File: config.mk
export PLATFORM = sky130hd
export DESIGN_NAME = uart_io
export DESIGN_NICKNAME = d
export VERILOG_FILES = /design/src/rtl/uart_pkg.sv /design/src/rtl/uart_fifo.sv /design/src/rtl/uart_io.sv
export SDC_FILE = /design/constraint.sdc
export NUM_CORES = 1
export LEC_CHECK = 0
export BUFFER_PORTS_ARGS = -buffer_cell sky130_fd_sc_hd__buf_2
export CELL_PAD_IN_SITES_DETAIL_PLACEMENT = 0
export CELL_PAD_IN_SITES_GLOBAL_PLACEMENT = 2
export CORE_MARGIN = 3
export CORE_UTILIZATION = 41
export DETAILED_ROUTE_END_ITERATION = 12
export PLACE_DENSITY_LB_ADDON = 0.1
export SETUP_SLACK_MARGIN = 0.1
export SYNTH_ARGS = -nofsm -noshare
export SYNTH_HDL_FRONTEND = slang
export SYNTH_SLANG_ARGS = --single-unit
File: constraint.sdc
create_clock -name CLK -period 3.8 [get_ports CLK]
set_input_delay 0.38 -clock CLK [delete_from_list [all_inputs] [get_ports CLK]]
set_output_delay 0.38 -clock CLK [all_outputs]
set_load 0.03 [all_outputs]
File: src/rtl/uart_pkg.sv
// Shared definitions for the UART peripheral: bus command bits, status bit
// positions and the state encoding used by both serial FSMs.
package uart_pkg;

  localparam int CMD_PUSH  = 8;
  localparam int CMD_RXACK = 9;
  localparam int CMD_CLR   = 10;

  localparam int ST_RX_VALID  = 8;
  localparam int ST_RX_OVR    = 9;
  localparam int ST_RX_FERR   = 10;
  localparam int ST_TX_FULL   = 11;
  localparam int ST_TX_EMPTY  = 12;
  localparam int ST_TX_BUSY   = 13;
  localparam int ST_TX_OVF    = 14;
  localparam int ST_COUNT_LSB = 16;

  typedef enum logic [1:0] {
    S_IDLE  = 2'd0,
    S_START = 2'd1,
    S_DATA  = 2'd2,
    S_STOP  = 2'd3
  } uart_state_e;

endpackage

File: src/rtl/uart_fifo.sv
// Synchronous circular-buffer FIFO; the buffer storage itself is not reset,
// only the pointers and count, so reset discards the contents.
module uart_fifo #(
  parameter int AW = 3,
  parameter int DW = 8
) (
  input  logic          CLK,
  input  logic          RESET,
  input  logic          push,
  input  logic [DW-1:0] din,
  input  logic          pop,
  output logic [DW-1:0] dout,
  output logic          full,
  output logic          empty,
  output logic [AW:0]   count
);

  localparam int DEPTH = 1 << AW;

  logic [DW-1:0] mem_q [DEPTH];
  logic [AW-1:0] wr_ptr_q, wr_ptr_d;
  logic [AW-1:0] rd_ptr_q, rd_ptr_d;
  logic [AW:0]   count_q, count_d;
  logic          push_ok, pop_ok;

  // push/pop act as valid strobes; full/empty are the ready terms. A push into
  // a full FIFO is taken only when a pop frees the head slot in the same cycle.
  assign empty   = (count_q == '0);
  assign full    = (count_q == DEPTH[AW:0]);
  assign pop_ok  = pop && !empty;
  assign push_ok = push && (!full || pop_ok);
  assign dout    = mem_q[rd_ptr_q];
  assign count   = count_q;

  always_comb begin
    wr_ptr_d = push_ok ? wr_ptr_q + 1'b1 : wr_ptr_q;
    rd_ptr_d = pop_ok  ? rd_ptr_q + 1'b1 : rd_ptr_q;
    count_d  = count_q + (AW+1)'(push_ok) - (AW+1)'(pop_ok);
  end

  always_ff @(posedge CLK or posedge RESET) begin
    if (RESET) begin
      wr_ptr_q <= '0;
      rd_ptr_q <= '0;
      count_q  <= '0;
    end else begin
      wr_ptr_q <= wr_ptr_d;
      rd_ptr_q <= rd_ptr_d;
      count_q  <= count_d;
    end
  end

  always_ff @(posedge CLK) begin
    if (push_ok) mem_q[wr_ptr_q] <= din;
  end

endmodule

File: src/rtl/uart_io.sv
// Memory-mapped 8N1 UART: TX byte FIFO feeding a serializer, RX deserializer
// with a one-byte holding register and sticky error flags.
module uart_io
  import uart_pkg::*;
#(
  parameter int CLK_DIV = 434,
  parameter int FIFO_AW = 3
) (
  input  logic        CLK,
  input  logic        RESET,
  input  logic        WE,
  input  logic [31:0] WD,
  output logic [31:0] RD,
  output logic        TXD,
  input  logic        RXD
);

  localparam logic [15:0] DIV_M1  = 16'(CLK_DIV - 1);
  localparam logic [15:0] HALF_M1 = 16'(CLK_DIV / 2 - 1);

  logic             cmd_push;
  logic             fifo_pop, fifo_full, fifo_empty;
  logic [7:0]       fifo_dout;
  logic [FIFO_AW:0] fifo_count;
  logic             unused_wd;

  uart_state_e tx_state_q, tx_state_d, rx_state_q, rx_state_d;
  logic [15:0] tx_cnt_q, tx_cnt_d, rx_cnt_q, rx_cnt_d;
  logic [2:0]  tx_bit_q, tx_bit_d, rx_bit_q, rx_bit_d;
  logic [7:0]  tx_shift_q, tx_shift_d, rx_shift_q, rx_shift_d;
  logic        tx_txd_q, tx_txd_d;
  logic [1:0]  rx_sync_q, rx_sync_d;
  logic        rxd_s, rx_done, rx_bad;
  logic [7:0]  rx_data_q, rx_data_d;
  logic        rx_valid_q, rx_valid_d, rx_ovr_q, rx_ovr_d;
  logic        rx_ferr_q, rx_ferr_d, tx_ovf_q, tx_ovf_d;

  assign cmd_push  = WE && WD[CMD_PUSH];
  assign unused_wd = ^WD[31:11];
  assign rxd_s     = rx_sync_q[1];
  assign rx_sync_d = {rx_sync_q[0], RXD};
  assign TXD       = tx_txd_q;

  uart_fifo #(.AW(FIFO_AW), .DW(8)) u_tx_fifo (
    .CLK   (CLK),
    .RESET (RESET),
    .push  (cmd_push),
    .din   (WD[7:0]),
    .pop   (fifo_pop),
    .dout  (fifo_dout),
    .full  (fifo_full),
    .empty (fifo_empty),
    .count (fifo_count)
  );

  // TX: the line level is registered so TXD never glitches between states.
  always_comb begin
    tx_state_d = tx_state_q;
    tx_cnt_d   = tx_cnt_q;
    tx_bit_d   = tx_bit_q;
    tx_shift_d = tx_shift_q;
    tx_txd_d   = tx_txd_q;
    fifo_pop   = 1'b0;
    case (tx_state_q)
      S_IDLE: begin
        if (!fifo_empty) begin
          fifo_pop   = 1'b1;
          tx_shift_d = fifo_dout;
          tx_cnt_d   = DIV_M1;
          tx_txd_d   = 1'b0;
          tx_state_d = S_START;
        end
      end
      S_START: begin
        if (tx_cnt_q == '0) begin
          tx_cnt_d   = DIV_M1;
          tx_bit_d   = '0;
          tx_txd_d   = tx_shift_q[0];
          tx_state_d = S_DATA;
        end else tx_cnt_d = tx_cnt_q - 1'b1;
      end
      S_DATA: begin
        if (tx_cnt_q == '0) begin
          tx_cnt_d = DIV_M1;
          if (tx_bit_q == 3'd7) begin
            tx_txd_d   = 1'b1;
            tx_state_d = S_STOP;
          end else begin
            tx_bit_d   = tx_bit_q + 1'b1;
            tx_shift_d = {1'b0, tx_shift_q[7:1]};
            tx_txd_d   = tx_shift_q[1];
          end
        end else tx_cnt_d = tx_cnt_q - 1'b1;
      end
      S_STOP: begin
        if (tx_cnt_q != '0) tx_cnt_d = tx_cnt_q - 1'b1;
        else if (!fifo_empty) begin
          fifo_pop   = 1'b1;
          tx_shift_d = fifo_dout;
          tx_cnt_d   = DIV_M1;
          tx_txd_d   = 1'b0;
          tx_state_d = S_START;
        end else tx_state_d = S_IDLE;
      end
      default: tx_state_d = S_IDLE;
    endcase
  end

  // RX: every sample is taken at the bit midpoint, offset by the half-bit START wait.
  always_comb begin
    rx_state_d = rx_state_q;
    rx_cnt_d   = rx_cnt_q;
    rx_bit_d   = rx_bit_q;
    rx_shift_d = rx_shift_q;
    rx_done    = 1'b0;
    rx_bad     = 1'b0;
    case (rx_state_q)
      S_IDLE: begin
        if (!rxd_s) begin
          rx_cnt_d   = HALF_M1;
          rx_state_d = S_START;
        end
      end
      S_START: begin
        if (rx_cnt_q != '0) rx_cnt_d = rx_cnt_q - 1'b1;
        else if (rxd_s) rx_state_d = S_IDLE;
        else begin
          rx_cnt_d   = DIV_M1;
          rx_bit_d   = '0;
          rx_state_d = S_DATA;
        end
      end
      S_DATA: begin
        if (rx_cnt_q != '0) rx_cnt_d = rx_cnt_q - 1'b1;
        else begin
          rx_cnt_d   = DIV_M1;
          rx_shift_d = {rxd_s, rx_shift_q[7:1]};
          rx_bit_d   = rx_bit_q + 1'b1;
          if (rx_bit_q == 3'd7) rx_state_d = S_STOP;
        end
      end
      S_STOP: begin
        if (rx_cnt_q != '0) rx_cnt_d = rx_cnt_q - 1'b1;
        else begin
          rx_done    = rxd_s;
          rx_bad     = !rxd_s;
          rx_state_d = S_IDLE;
        end
      end
      default: rx_state_d = S_IDLE;
    endcase
  end

  // Bus clears are applied first so a same-cycle hardware set overrides them.
  always_comb begin
    rx_data_d  = rx_data_q;
    rx_valid_d = rx_valid_q;
    rx_ovr_d   = rx_ovr_q;
    rx_ferr_d  = rx_ferr_q;
    tx_ovf_d   = tx_ovf_q;
    if (WE && WD[CMD_RXACK]) rx_valid_d = 1'b0;
    if (WE && WD[CMD_CLR]) begin
      rx_ovr_d  = 1'b0;
      rx_ferr_d = 1'b0;
      tx_ovf_d  = 1'b0;
    end
    if (cmd_push && fifo_full && !fifo_pop) tx_ovf_d = 1'b1;
    if (rx_done) begin
      rx_data_d  = rx_shift_q;
      rx_valid_d = 1'b1;
      if (rx_valid_q) rx_ovr_d = 1'b1;
    end
    if (rx_bad) rx_ferr_d = 1'b1;
  end

  always_comb begin
    RD                      = '0;
    RD[7:0]                 = rx_data_q;
    RD[ST_RX_VALID]         = rx_valid_q;
    RD[ST_RX_OVR]           = rx_ovr_q;
    RD[ST_RX_FERR]          = rx_ferr_q;
    RD[ST_TX_FULL]          = fifo_full;
    RD[ST_TX_EMPTY]         = fifo_empty;
    RD[ST_TX_BUSY]          = (tx_state_q != S_IDLE);
    RD[ST_TX_OVF]           = tx_ovf_q;
    RD[ST_COUNT_LSB +: 4]   = 4'(fifo_count);
  end

  always_ff @(posedge CLK or posedge RESET) begin
    if (RESET) begin
      tx_state_q <= S_IDLE;
      tx_cnt_q   <= '0;
      tx_bit_q   <= '0;
      tx_shift_q <= '0;
      tx_txd_q   <= 1'b1;
      rx_state_q <= S_IDLE;
      rx_cnt_q   <= '0;
      rx_bit_q   <= '0;
      rx_shift_q <= '0;
      rx_sync_q  <= 2'b11;
      rx_data_q  <= '0;
      rx_valid_q <= 1'b0;
      rx_ovr_q   <= 1'b0;
      rx_ferr_q  <= 1'b0;
      tx_ovf_q   <= 1'b0;
    end else begin
      tx_state_q <= tx_state_d;
      tx_cnt_q   <= tx_cnt_d;
      tx_bit_q   <= tx_bit_d;
      tx_shift_q <= tx_shift_d;
      tx_txd_q   <= tx_txd_d;
      rx_state_q <= rx_state_d;
      rx_cnt_q   <= rx_cnt_d;
      rx_bit_q   <= rx_bit_d;
      rx_shift_q <= rx_shift_d;
      rx_sync_q  <= rx_sync_d;
      rx_data_q  <= rx_data_d;
      rx_valid_q <= rx_valid_d;
      rx_ovr_q   <= rx_ovr_d;
      rx_ferr_q  <= rx_ferr_d;
      tx_ovf_q   <= tx_ovf_d;
    end
  end

endmodule

==> results.md, run 1 <==
- Clock buffer depth: 2
- Worst Hold End: rx_sync_q[0]
- Count of mapped cells out of synthesis: roughly 570
- IO Pins: 69
- Main synth FF type: dfrtp_1
- Clk_skew: 0.00917 ns
- Max-cap violations: 0
- Wire length per cell: 17.1 µm
- Adder-Cell Fraction of Synth Area: 4.63%
- Number of I/O port buffers: 34
- Async S/R FF share, synth: 56.5%
- Share of cells above drive strength 1: 23.2%
- Tot Pwr: ~3.9 mW
- Remaining Overflow, GRT: 0
- Synth-to-layout area growth: 13.4%
- Core area: 16900 µm²
- WS Path Type: reg2reg
- Netlist cell types: 76
- # rows: 47
- Mapped Area: 7190 µm²
- Worst vdd rail ir drop: 0.310 mV
- RSZ-0062 raised after global routing: false
- Hold Vio Cnt, Final: 0
- Worst R2R Path Depth: 11
- Drc violations: 0
- Vias in the first global route: 4543
- Data arrival time of the critical path: 3.30 ns
- Simple-gate portion of the synthesized area: a little under an eighth
- Chip width: 138 µm
- Complex-gate fraction of the synthesized area: 11.9%
- Pleak: between 3 and 4 nW
- Gr usage total: 15.4%
- RR Startpoint: tx_cnt_q[0]
- Slew Viols, Final: 0
- GP Congestion: 0.774
- Nets: between 600 and 700
- Inserted Clock Buffers: 17
- DR iter-0 viols: 280
- First-pass detailed-route iteration total: 4
- Crit-path max FO: 6
- Slew @ Worst Pin: ~0.88 ns
- Clock transition at path regs: 0.07 ns
- #FFs+latches synth: 147
- Minimum clock period: 2.95 ns
- Post-synthesis sequential area ratio: 55.7%
- Hold Path Stages: 1
- Pin count of the biggest net entering global routing: 52
- Num Clock Sinks: 147
- Setup tns final: 0 ns
- FF-to-FF End: u_tx_fifo.count[3]
- HPWL Detailed: 10000 µm
- R2R setup slack: 0.85 ns
- Status: finished, final reports clean
- Crit. End Element: flip-flop
- Initial core utilization: 42.6%
- Post-Syn Area per Cell: 12.5 µm²
- CTS tree: done
- Combinational family with the most area after synthesis: compound AO/OA/AOI/OAI gates
- Antenna Nets Post-Route: 0
- # H-tree levels: 4
- Total die area: about 19000 µm²
- Final Cycle Share: 77.7%
- Setup violators final: 0
- Worst skew pair latency: approximately 0.42 ns
- Fmax: 0.339 GHz
- Most frequent cells in the layout: dfrtp_1, edfxtp_1, nand2_1
- Initial antenna violation count: 1
- Die Height: 138 µm
- Worst setup SP type: flip-flop
- Critical path required time: 4.15 ns
- Mux share of post-synthesis cell area: 10.5%
- Commonest non-fill, non-tap cell in the layout: dfrtp_1
- CTS root buffer: clkbuf_16
- Routed vias: approximately 4.6k
- Ys Warns: 0
- First-pass GRT wire length: 23700 µm
- Post-synth EDFFs: 64
- Ant. Diodes: 0
- Post-CTS sizing: 0
- Via density: approximately 5.4
- Max transition margin: 41.5%
- Post-synthesis xor/xnor area fraction: less than 1%
- Tightest Hold Check Type: in2reg
- WL final: roughly 14000 µm
- Hold Startpoint: RXD
- PD cells: 480 nW/µm²
==> where the power goes <==
part           internal, mW  leakage [nW]  switching, mW  total, mW
registers              1.76          1.65         0.0560       1.82
logic                 0.147          1.40          0.270      0.417
clock network         0.901         0.300          0.782       1.68
total                  2.81          3.35           1.11       3.92
==> worst max-delay path, cell delays in order (launching register included) <==
cell and delay (ns):
dfrtp_1 0.41, inv_1 0.07, ha_1 0.17, nor3b_2 0.30, nand3_1 0.34, o22ai_1 0.54, ha_1 0.25, inv_1 0.07
ha_1 0.27, a21o_1 0.16, a21oi_1 0.17, xor2_1 0.15
==> final cells by class <==
class	count	area (µm²)
Clock buffer	17	425
Sequential cell	147	4000
Tap cell	220	275
Clock inverter	15	191
Multi-Input combinational cell	372	2890
Inverter	25	95.1
Fill cell	1493	8720
Timing Repair Buffer	48	278
==> cell usage after synthesis (7+ instances only) <==
master	number	area share (%)
a21oi_1	22	1.5
buf_4	21	2.2
clkbuf_1	13	0.68
dfrtp_1	80	28
edfxtp_1	64	27
ha_1	25	4.4
inv_1	25	1.3
mux2_2	27	4.2
mux2i_1	9	1.3
mux4_2	16	5.0
nand2_1	43	2.2
nand3_1	18	1.3
nor2_1	28	1.5
nor3_1	10	0.70
o211ai_1	8	0.84
o21ai_0	26	1.8
o22a_1	7	0.85
==> what timing repair did <==
item | 4_1_cts | 5_1_grt
buffers inserted | 0 | 0
hold buffers | 1 | 0
endpoints found under the hold margin | 3 | 0
==> cell families (layout without fill, tap and decap cells) <==
| kind of cell | after synthesis | after routing |
|---|---|---|
| other cells | 1 | 13 |
| simple gates | 153 | 153 |
| compound gates | 121 | 121 |
| flops | 147 | 147 |
| buf+inv | 67 | 105 |
| fa+ha+maj | 26 | 26 |
| xor+xnor | 7 | 7 |
| mux | 52 | 52 |
==> stage by stage <==
| step | hold slack [ns] | cells | cell area (µm²) | worst slack (ns) | utilization [%] |
|---|---|---|---|---|---|
| global placement | 0.348 | 811 | 7530 | 0.883 | 44.6 |
| floorplan | 0.345 | 586 | 7230 | 1.03 | - |
| global route | 0.0262 | 844 | 8160 | 0.578 | 48.3 |
| detailed placement | 0.354 | 811 | 7530 | 0.835 | 44.6 |
| finish | 0.0594 | 844 | 8160 | 0.847 | 48.3 |
| CTS | 0.0359 | 844 | 8160 | 0.805 | 48.3 |
==> layer usage <==
metal	part of all wire, %	global-route usage [%]	vias up
met5	0.049	0	-
met4	0.79	4.58	2
met3	2.8	3.87	11
met2	48	24.7	63
met1	48	20.8	2283
li1	-	-	2206
==> sequential cells by signal, indices dropped and copies added (netlist names), 2 cells and up, named ones only <==
register	count
tx_bit_q	3
tx_state_q	2
rx_sync_q	2
tx_cnt_q	16
rx_shift_q	8
u_tx_fifo.mem_q	64
rx_data_q	8
tx_shift_q	8
u_tx_fifo.rd_ptr_q	3
rx_bit_q	3
u_tx_fifo.count	4
rx_cnt_q	16
u_tx_fifo.wr_ptr_q	3
==> how the worst max path moves through the flow <==
stage / start / end / cells after the start
6_report: tx_cnt_q[0] / u_tx_fifo.count[3] / 11
5_1_grt: tx_cnt_q[0] / u_tx_fifo.count[3] / 11
4_1_cts: tx_cnt_q[0] / u_tx_fifo.count[3] / 11
3_5_place_dp: tx_cnt_q[0] / u_tx_fifo.count[3] / 11
3_3_place_gp: tx_cnt_q[0] / u_tx_fifo.count[3] / 11
2_1_floorplan: u_tx_fifo.count[2] / u_tx_fifo.mem_q[0][0] / 7
(Power assumes the default switching activity.)
==> run 2: changes to the inputs <==
Settings changed: CORE_UTILIZATION 41 to 37.
Clock period 3.8 ns to 2.4 ns, I/O delays scaled along.
==> run 2 against run 1 <==
  * Highest routed layer is now met4
  * Wire length is 12% higher
  * First-iteration DRC count is 15% lower
  * Critical endpoint is now u_tx_fifo.count[2]
  * Global-route usage is 0.60 points higher
  * Register-to-register slack worse by 0.82 ns
  * Clock skew hardly changed
==> results.md, run 2 (synthesis results as in run 1) <==
- Crit. End Element: flip-flop
- # H-tree levels: 4 (unchanged)
- Inserted Clock Buffers: 17 (unchanged)
- Bufs and invs on worst path: 2 (unchanged)
- Clk_skew: 0.00945 ns (+0.000279 ns)
- Pleak: 3.68 nW (+9.8%)
- Clock transition at path regs: 0.07 ns (about the same)
- Gr usage total: 16.0% (+0.60 points)
- Largest registers: u_tx_fifo.mem_q (64), rx_cnt_q (16), tx_cnt_q (16)
- Most used cell, CP: ha_4
- GP Congestion: 0.775 (+0.13%)
- Chip width: 145 µm (+5.0%)
- Wire length per cell: 17.2 µm (+0.59%)
- Util after Layout: 47.6% (-0.70 points)
- CTS tree: done
- Status: finished, final reports clean
- WS Path Type: reg2reg
- Tightest Hold Check Type: in2reg
- Die Height: 145 µm (+5.0%)
- Most frequent cells in the layout: dfrtp_1, edfxtp_1, buf_4
- Biggest register: u_tx_fifo.mem_q
- First-pass GRT wire length: 26800 µm (+13%)
- Max-cap violations: 0 (unchanged)
- Remaining Overflow, GRT: 0 (unchanged)
- Fmax: 0.421 GHz (+24%)
- HPWL Detailed: 11200 µm (+12%)
- Crit-path cells: inv_4 -> ha_4 -> or3b_4 -> nand4_1 -> o22ai_4 -> ha_4 -> inv_2 -> ha_4 -> fa_2 -> xor2_1
- Clock buffer depth: 2 (unchanged)
- CTS root buffer: clkbuf_16
- Hold Vio Cnt, Final: 0 (unchanged)
- Vias in the first global route: 4927 (+8.5%)
- Max FFs per register: 64 (unchanged)
- Total die area: 21100 µm² (+10%)
- Post-DP Area: 8040 µm² (+6.7%)
- PD cells: 729 nW/µm² (+52%)
- # rows: 50 (+6.4%)
- Synth-to-layout area growth: 25.1%
- Worst path max stage delay: 0.42 ns (-0.12 ns)
- First-pass detailed-route iteration total: 4 (unchanged)
- Crit-path slowest cell: dfrtp_2
- Worst vdd rail ir drop: 0.459 mV (+48%)
- Slew @ Worst Pin: 0.725 ns (-0.152 ns)
- Initial antenna violation count: 0 (-1)
- Data arrival time of the critical path: 2.68 ns (-0.62 ns)
- Final Cycle Share: 99.0% (+21 points)
- Number of I/O port buffers: 34 (unchanged)
- Minimum clock period: 2.38 ns (-0.577 ns)
- DR iter-0 viols: 238 (-15%)
- Setup tns final: 0 ns (unchanged)
- Crit-path max FO: 3 (-3)
- Critical path required time: 2.71 ns (-1.44 ns)
- Worst skew pair latency: 0.42 ns (about the same)
- WL final: 16200 µm (+12%)
- Slew Viols, Final: 0 (unchanged)
- Max transition margin: 51.6% (+10 points)
- RSZ-0062 raised after global routing: true
- Worst setup SP type: flip-flop
- Ant. Diodes: 0 (unchanged)
- Nets: 732 (+8.8%)
- Initial core utilization: 38.1% (-4.5 points)
- Commonest non-fill, non-tap cell in the layout: dfrtp_1
- Pin count of the biggest net entering global routing: 36 (-31%)
- IO Pins: 69 (unchanged)
- Family with the most delay on the worst path: adder cells
- Num Clock Sinks: 147 (unchanged)
- Via density: 5.12 (-5.4%)
- Setup violators final: 0 (unchanged)
- Design area: 9000 µm² (+10%)
- Antenna Nets Post-Route: 0 (unchanged)
- Core area: 18900 µm² (+12%)
- Routed vias: 4826 (+5.7%)
- Drc violations: 0 (unchanged)
- Share of cells above drive strength 1: 35.1% (+12 points)
-- run 2: power by group --
| group | internal, mW | switching (mW) | total [mW] | leakage [nW] |
|---|---|---|---|---|
| clock | 1.41 | 1.26 | 2.67 | 0.289 |
| combinational | 0.423 | 0.561 | 0.983 | 1.74 |
| sequential | 2.79 | 0.116 | 2.91 | 1.65 |
| total | 4.62 | 1.93 | 6.56 | 3.68 |
-- run 2: metrics by stage --
| step | worst slack [ns] | power [mW] | std cells | hold slack (ns) |
|---|---|---|---|---|
| detailed placement | -0.0242 | 3.78 | 898 | 0.347 |
| CTS | 0.00519 | 6.60 | 938 | 0.0619 |
| global placement | -0.0281 | 3.75 | 898 | 0.340 |
| floorplan | -0.0924 | 3.48 | 586 | 0.244 |
| global route | -0.0664 | 6.88 | 943 | 0.0635 |
| finish | 0.0231 | 6.56 | 943 | 0.0772 |
-- run 2: worst paths after layout --
| check | start | end | slack [ns] | cells after the start |
|---|---|---|---|---|
| min in group asynchronous | RESET | tx_cnt_q[2] | 0.44 | 3 |
| hold / removal | WD[4] | u_tx_fifo.mem_q[3][4] | 0.08 | 1 |
| hold reg to reg | rx_sync_q[0] | rx_sync_q[1] | 0.36 | 0 |
| setup reg to reg | u_tx_fifo.count[2] | u_tx_fifo.count[2] | 0.02 | 10 |
| setup / recovery | u_tx_fifo.count[2] | u_tx_fifo.count[2] | 0.02 | 10 |
| max in group asynchronous | RESET | TXD | 1.27 | 4 |
-- run 2: worst register-to-register path, delay by kind of cell, from the launching register on --
| kind | cells | cell delay, ns |
|---|---|---|
| simple gates | 2 | 0.59 |
| fa+ha+maj | 4 | 0.87 |
| xor+xnor | 1 | 0.16 |
| compound gates | 1 | 0.12 |
| flops | 1 | 0.42 |
| buf+inv | 2 | 0.11 |
-- run 2: final cells by class --
class | count | area [µm²]
clock buffers | 17 | 425
clock inverters | 15 | 184
inverters | 25 | 105
fillers | 1715 | 9900
well taps | 260 | 325
flip-flops and latches | 147 | 4010
multi-input cells | 372 | 3120
repair buffers | 107 | 835
-- run 2: timing repair --
| action | 4_1_cts | 5_1_grt |
|---|---|---|
| setup endpoints to repair | 74 | 80 |
| endpoints found under the hold margin | 23 | 0 |
| hold buffers | 2 | 0 |
| cloned | 0 | 1 |
| resized for setup | 32 | 23 |
| buffers inserted | 6 | 4 |
| pin swaps | 13 | 8 |
-- run 2: layer usage --
metal	up-vias	global-route usage (%)	routed length [µm]
met5	-	0	0
met4	0	4.65	198
met3	12	3.52	493
met2	79	25.5	7790
met1	2418	22.1	7710
li1	2317	-	-
==> run 3: changes to the inputs <==
Clock period 2.4 ns to 2.1 ns, I/O delays scaled along.
==> run 3 against run 2 <==
  * The flow now finishes with violations (setup timing)
  * Critical path depth is the same
  * Count of clock-buffer cells in the layout is the same
  * Utilization grew 2.5 points
  * Global-route usage is 0.098 points lower
  * Final area rose by 5.2%
  * Via count grew 2.0%
  * Largest power group unchanged
  * Highest routed layer unchanged
==> results.md, run 3 (synthesis results as in run 1) <==
- Total die area: 21100 µm² (unchanged)
- CTS tree: done
- Design area: 9460 µm² (+5.2%)
- Util after Layout: 50.1% (+2.5 points)
- Minimum clock period: 2.33 ns (-0.0472 ns)
- PD cells: 782 nW/µm² (+7.3%)
- # fillers: 1675 (-2.3%)
- Tot Pwr: 7.40 mW (+13%)
- Synth-to-layout area growth: 31.6%
- Max FFs per register: 64 (unchanged)
- Slew @ Worst Pin: 0.577 ns (-0.148 ns)
- Worst skew pair latency: 0.42 ns (about the same)
- Worst vdd rail ir drop: 0.536 mV (+17%)
- # H-tree levels: 4 (unchanged)
- Crit-path cells: inv_2 -> ha_4 -> or3b_4 -> nand4_1 -> buf_4 -> o21bai_4 -> and2b_2 -> ha_4 -> fa_2 -> xor2_1
- Pin count of the biggest net entering global routing: 84 (+130%)
- Tightest Hold Check Type: in2reg
- Largest registers: u_tx_fifo.mem_q (64), rx_cnt_q (16), tx_cnt_q (16)
- Clock transition at path regs: 0.06 ns (about the same)
- Remaining Overflow, GRT: 0 (unchanged)
- Clock buffer depth: 2 (unchanged)
- Most used cell, CP: ha_4
- Wire length per cell: 16.7 µm (-2.9%)
- WS Path Type: reg2reg
- Bufs and invs on worst path: 2 (unchanged)
- Crit-path max FO: 3 (unchanged)
- Sw Share: 28.8% (-0.74 points)
- Ant. Diodes: 0 (unchanged)
- CTS root buffer: clkbuf_16
- Crit. End Element: flip-flop
- Antenna Nets Post-Route: 0 (unchanged)
- Worst path max stage delay: 0.41 ns (about the same)
- Num Clock Sinks: 147 (unchanged)
- Setup violators final: 77 (+77)
- Vias in the first global route: 5233 (+6.2%)
- Most frequent cells in the layout: dfrtp_1, buf_4, edfxtp_1
- Initial antenna violation count: 0 (unchanged)
- Drc violations: 0 (unchanged)
- Inserted Clock Buffers: 17 (unchanged)
- Gr usage total: 15.9% (-0.098 points)
- Fin worst setup slack: -0.230 ns (-0.253 ns)
- Clock power share: 40.4% (-0.3 points)
- First-pass GRT wire length: 27100 µm (+1.0%)
- Failing checks: setup timing
- DR iter-0 viols: 188 (-21%)
- Commonest non-fill, non-tap cell in the layout: dfrtp_1
- Number of I/O port buffers: 34 (unchanged)
- Via density: 5.07 (-1.0%)
- Status: complete, but fails checks
- Max transition margin: 61.5% (+9.9 points)
- RSZ-0062 raised after global routing: true
- Max-cap violations: 0 (unchanged)
- Initial core utilization: 38.1% (unchanged)
- Critical path required time: 2.41 ns (-0.30 ns)
- Worst setup SP type: flip-flop
- Chip width: 145 µm (unchanged)
- Post-DP Area: 8400 µm² (+4.5%)
- RR Startpoint: u_tx_fifo.count[3]
- Pleak: 3.90 nW (+6.1%)
- Post-Place Worst Slack: -0.332 ns (-0.307 ns)
- Clk_skew: 0.00965 ns (+0.000197 ns)
- Die Height: 145 µm (unchanged)
- GP Congestion: 0.832 (+7.3%)
- Biggest register: u_tx_fifo.mem_q
- Critical path startpoint: u_tx_fifo.count[3]
- Hold Startpoint: WD[9]
- # rows: 50 (unchanged)
- First-pass detailed-route iteration total: 5 (+1)
- Int Pwr: 5.27 mW (+14%)
- Nets: 761 (+4.0%)
- Hold Vio Cnt, Final: 0 (unchanged)
- Gate power share: 14.9% (about the same)
- Sequential fraction of design power: 44.7% (+0.4 points)
- Core area: 18900 µm² (unchanged)
- Fmax: 0.429 GHz (+2.0%)
- WL final: 16200 µm (+0.11%)
- HPWL Detailed: 11100 µm (-0.58%)
- Crit-path slowest cell: dfrtp_2
- DP Cell Count: 927 (+3.2%)
- Final Cycle Share: 111% (+12 points)
- Routed vias: 4924 (+2.0%)
- Family with the most delay on the worst path: simple AND/OR/NAND/NOR gates
- P_sw: 2.13 mW (+10%)
- IO Pins: 69 (unchanged)
- Data arrival time of the critical path: 2.64 ns (-0.04 ns)
- Final non-filler cell total: 972 (+3.1%)
- Slew Viols, Final: 0 (unchanged)
- Share of cells above drive strength 1: 40.3% (+5.2 points)
run 3: path summary, 6_finish.rpt:
path                       slack, ns  depth (start not counted)            endpoint
max                            -0.23                         10  u_tx_fifo.count[2]
min                             0.04                          4          rx_valid_q
max in group asynchronous       1.25                          4        rx_sync_q[0]
max reg2reg                    -0.23                         10  u_tx_fifo.count[2]
min reg2reg                     0.36                          0        rx_sync_q[1]
min in group asynchronous       0.47                          4        tx_cnt_q[14]
run 3: cell type report:
type,count,area [µm²],share of cell area (%)
clock buffers,17,425,4.50
flip-flops and latches,147,4010,42.4
inverters,25,97.6,1.03
repair buffers,136,1170,12.4
clock inverters,15,161,1.71
multi-input cells,372,3270,34.6
well taps,260,325,3.44
run 3: power groups by stage:
stage / Combinational, mW / Clock [mW] / Sequential (mW)
final: 1.10 / 2.99 / 3.31
after detailed placement: 1.02 / 0 / 3.37
after global placement: 1.01 / 0 / 3.36
after floorplan: 0.557 / 0 / 3.43
after global routing: 1.22 / 3.21 / 3.33
after CTS: 1.11 / 3.07 / 3.31
run 3: repair_timing:
action                                 CTS  global route
buffers inserted                         7             3
gates cloned                             1             0
gates resized for setup                 57            32
endpoints found under the hold margin   81             0
pin swaps                               15            18
hold buffers                             2             0
setup endpoints to repair               94           122
run 3: worst reg2reg max path, stage by stage, from the launching register on:
cell and delay (ns):
dfrtp_2 0.41, inv_2 0.07, ha_4 0.12, or3b_4 0.39, nand4_1 0.14, buf_4 0.14
o21bai_4 0.06, and2b_2 0.23, ha_4 0.17, fa_2 0.35, xor2_1 0.14
run 3: layer usage:
layer	part of all wire, %	GRT usage, %	vias up	routed length [µm]
met5	0	0	-	0
met1	45	20.4	2441	7240
li1	-	-	2374	-
met3	3.4	3.71	22	546
met4	1.3	4.75	0	204
met2	51	27.0	87	8220
run 3: through the flow:
stage | setup TNS [ns] | hold slack (ns)
after floorplan | -20.49 | 0.214
after global placement | -13.43 | 0.316
after detailed placement | -18.25 | 0.317
after CTS | -10.28 | 0.0306
after global routing | -20.22 | 0.0540
final | -9.19 | 0.0449
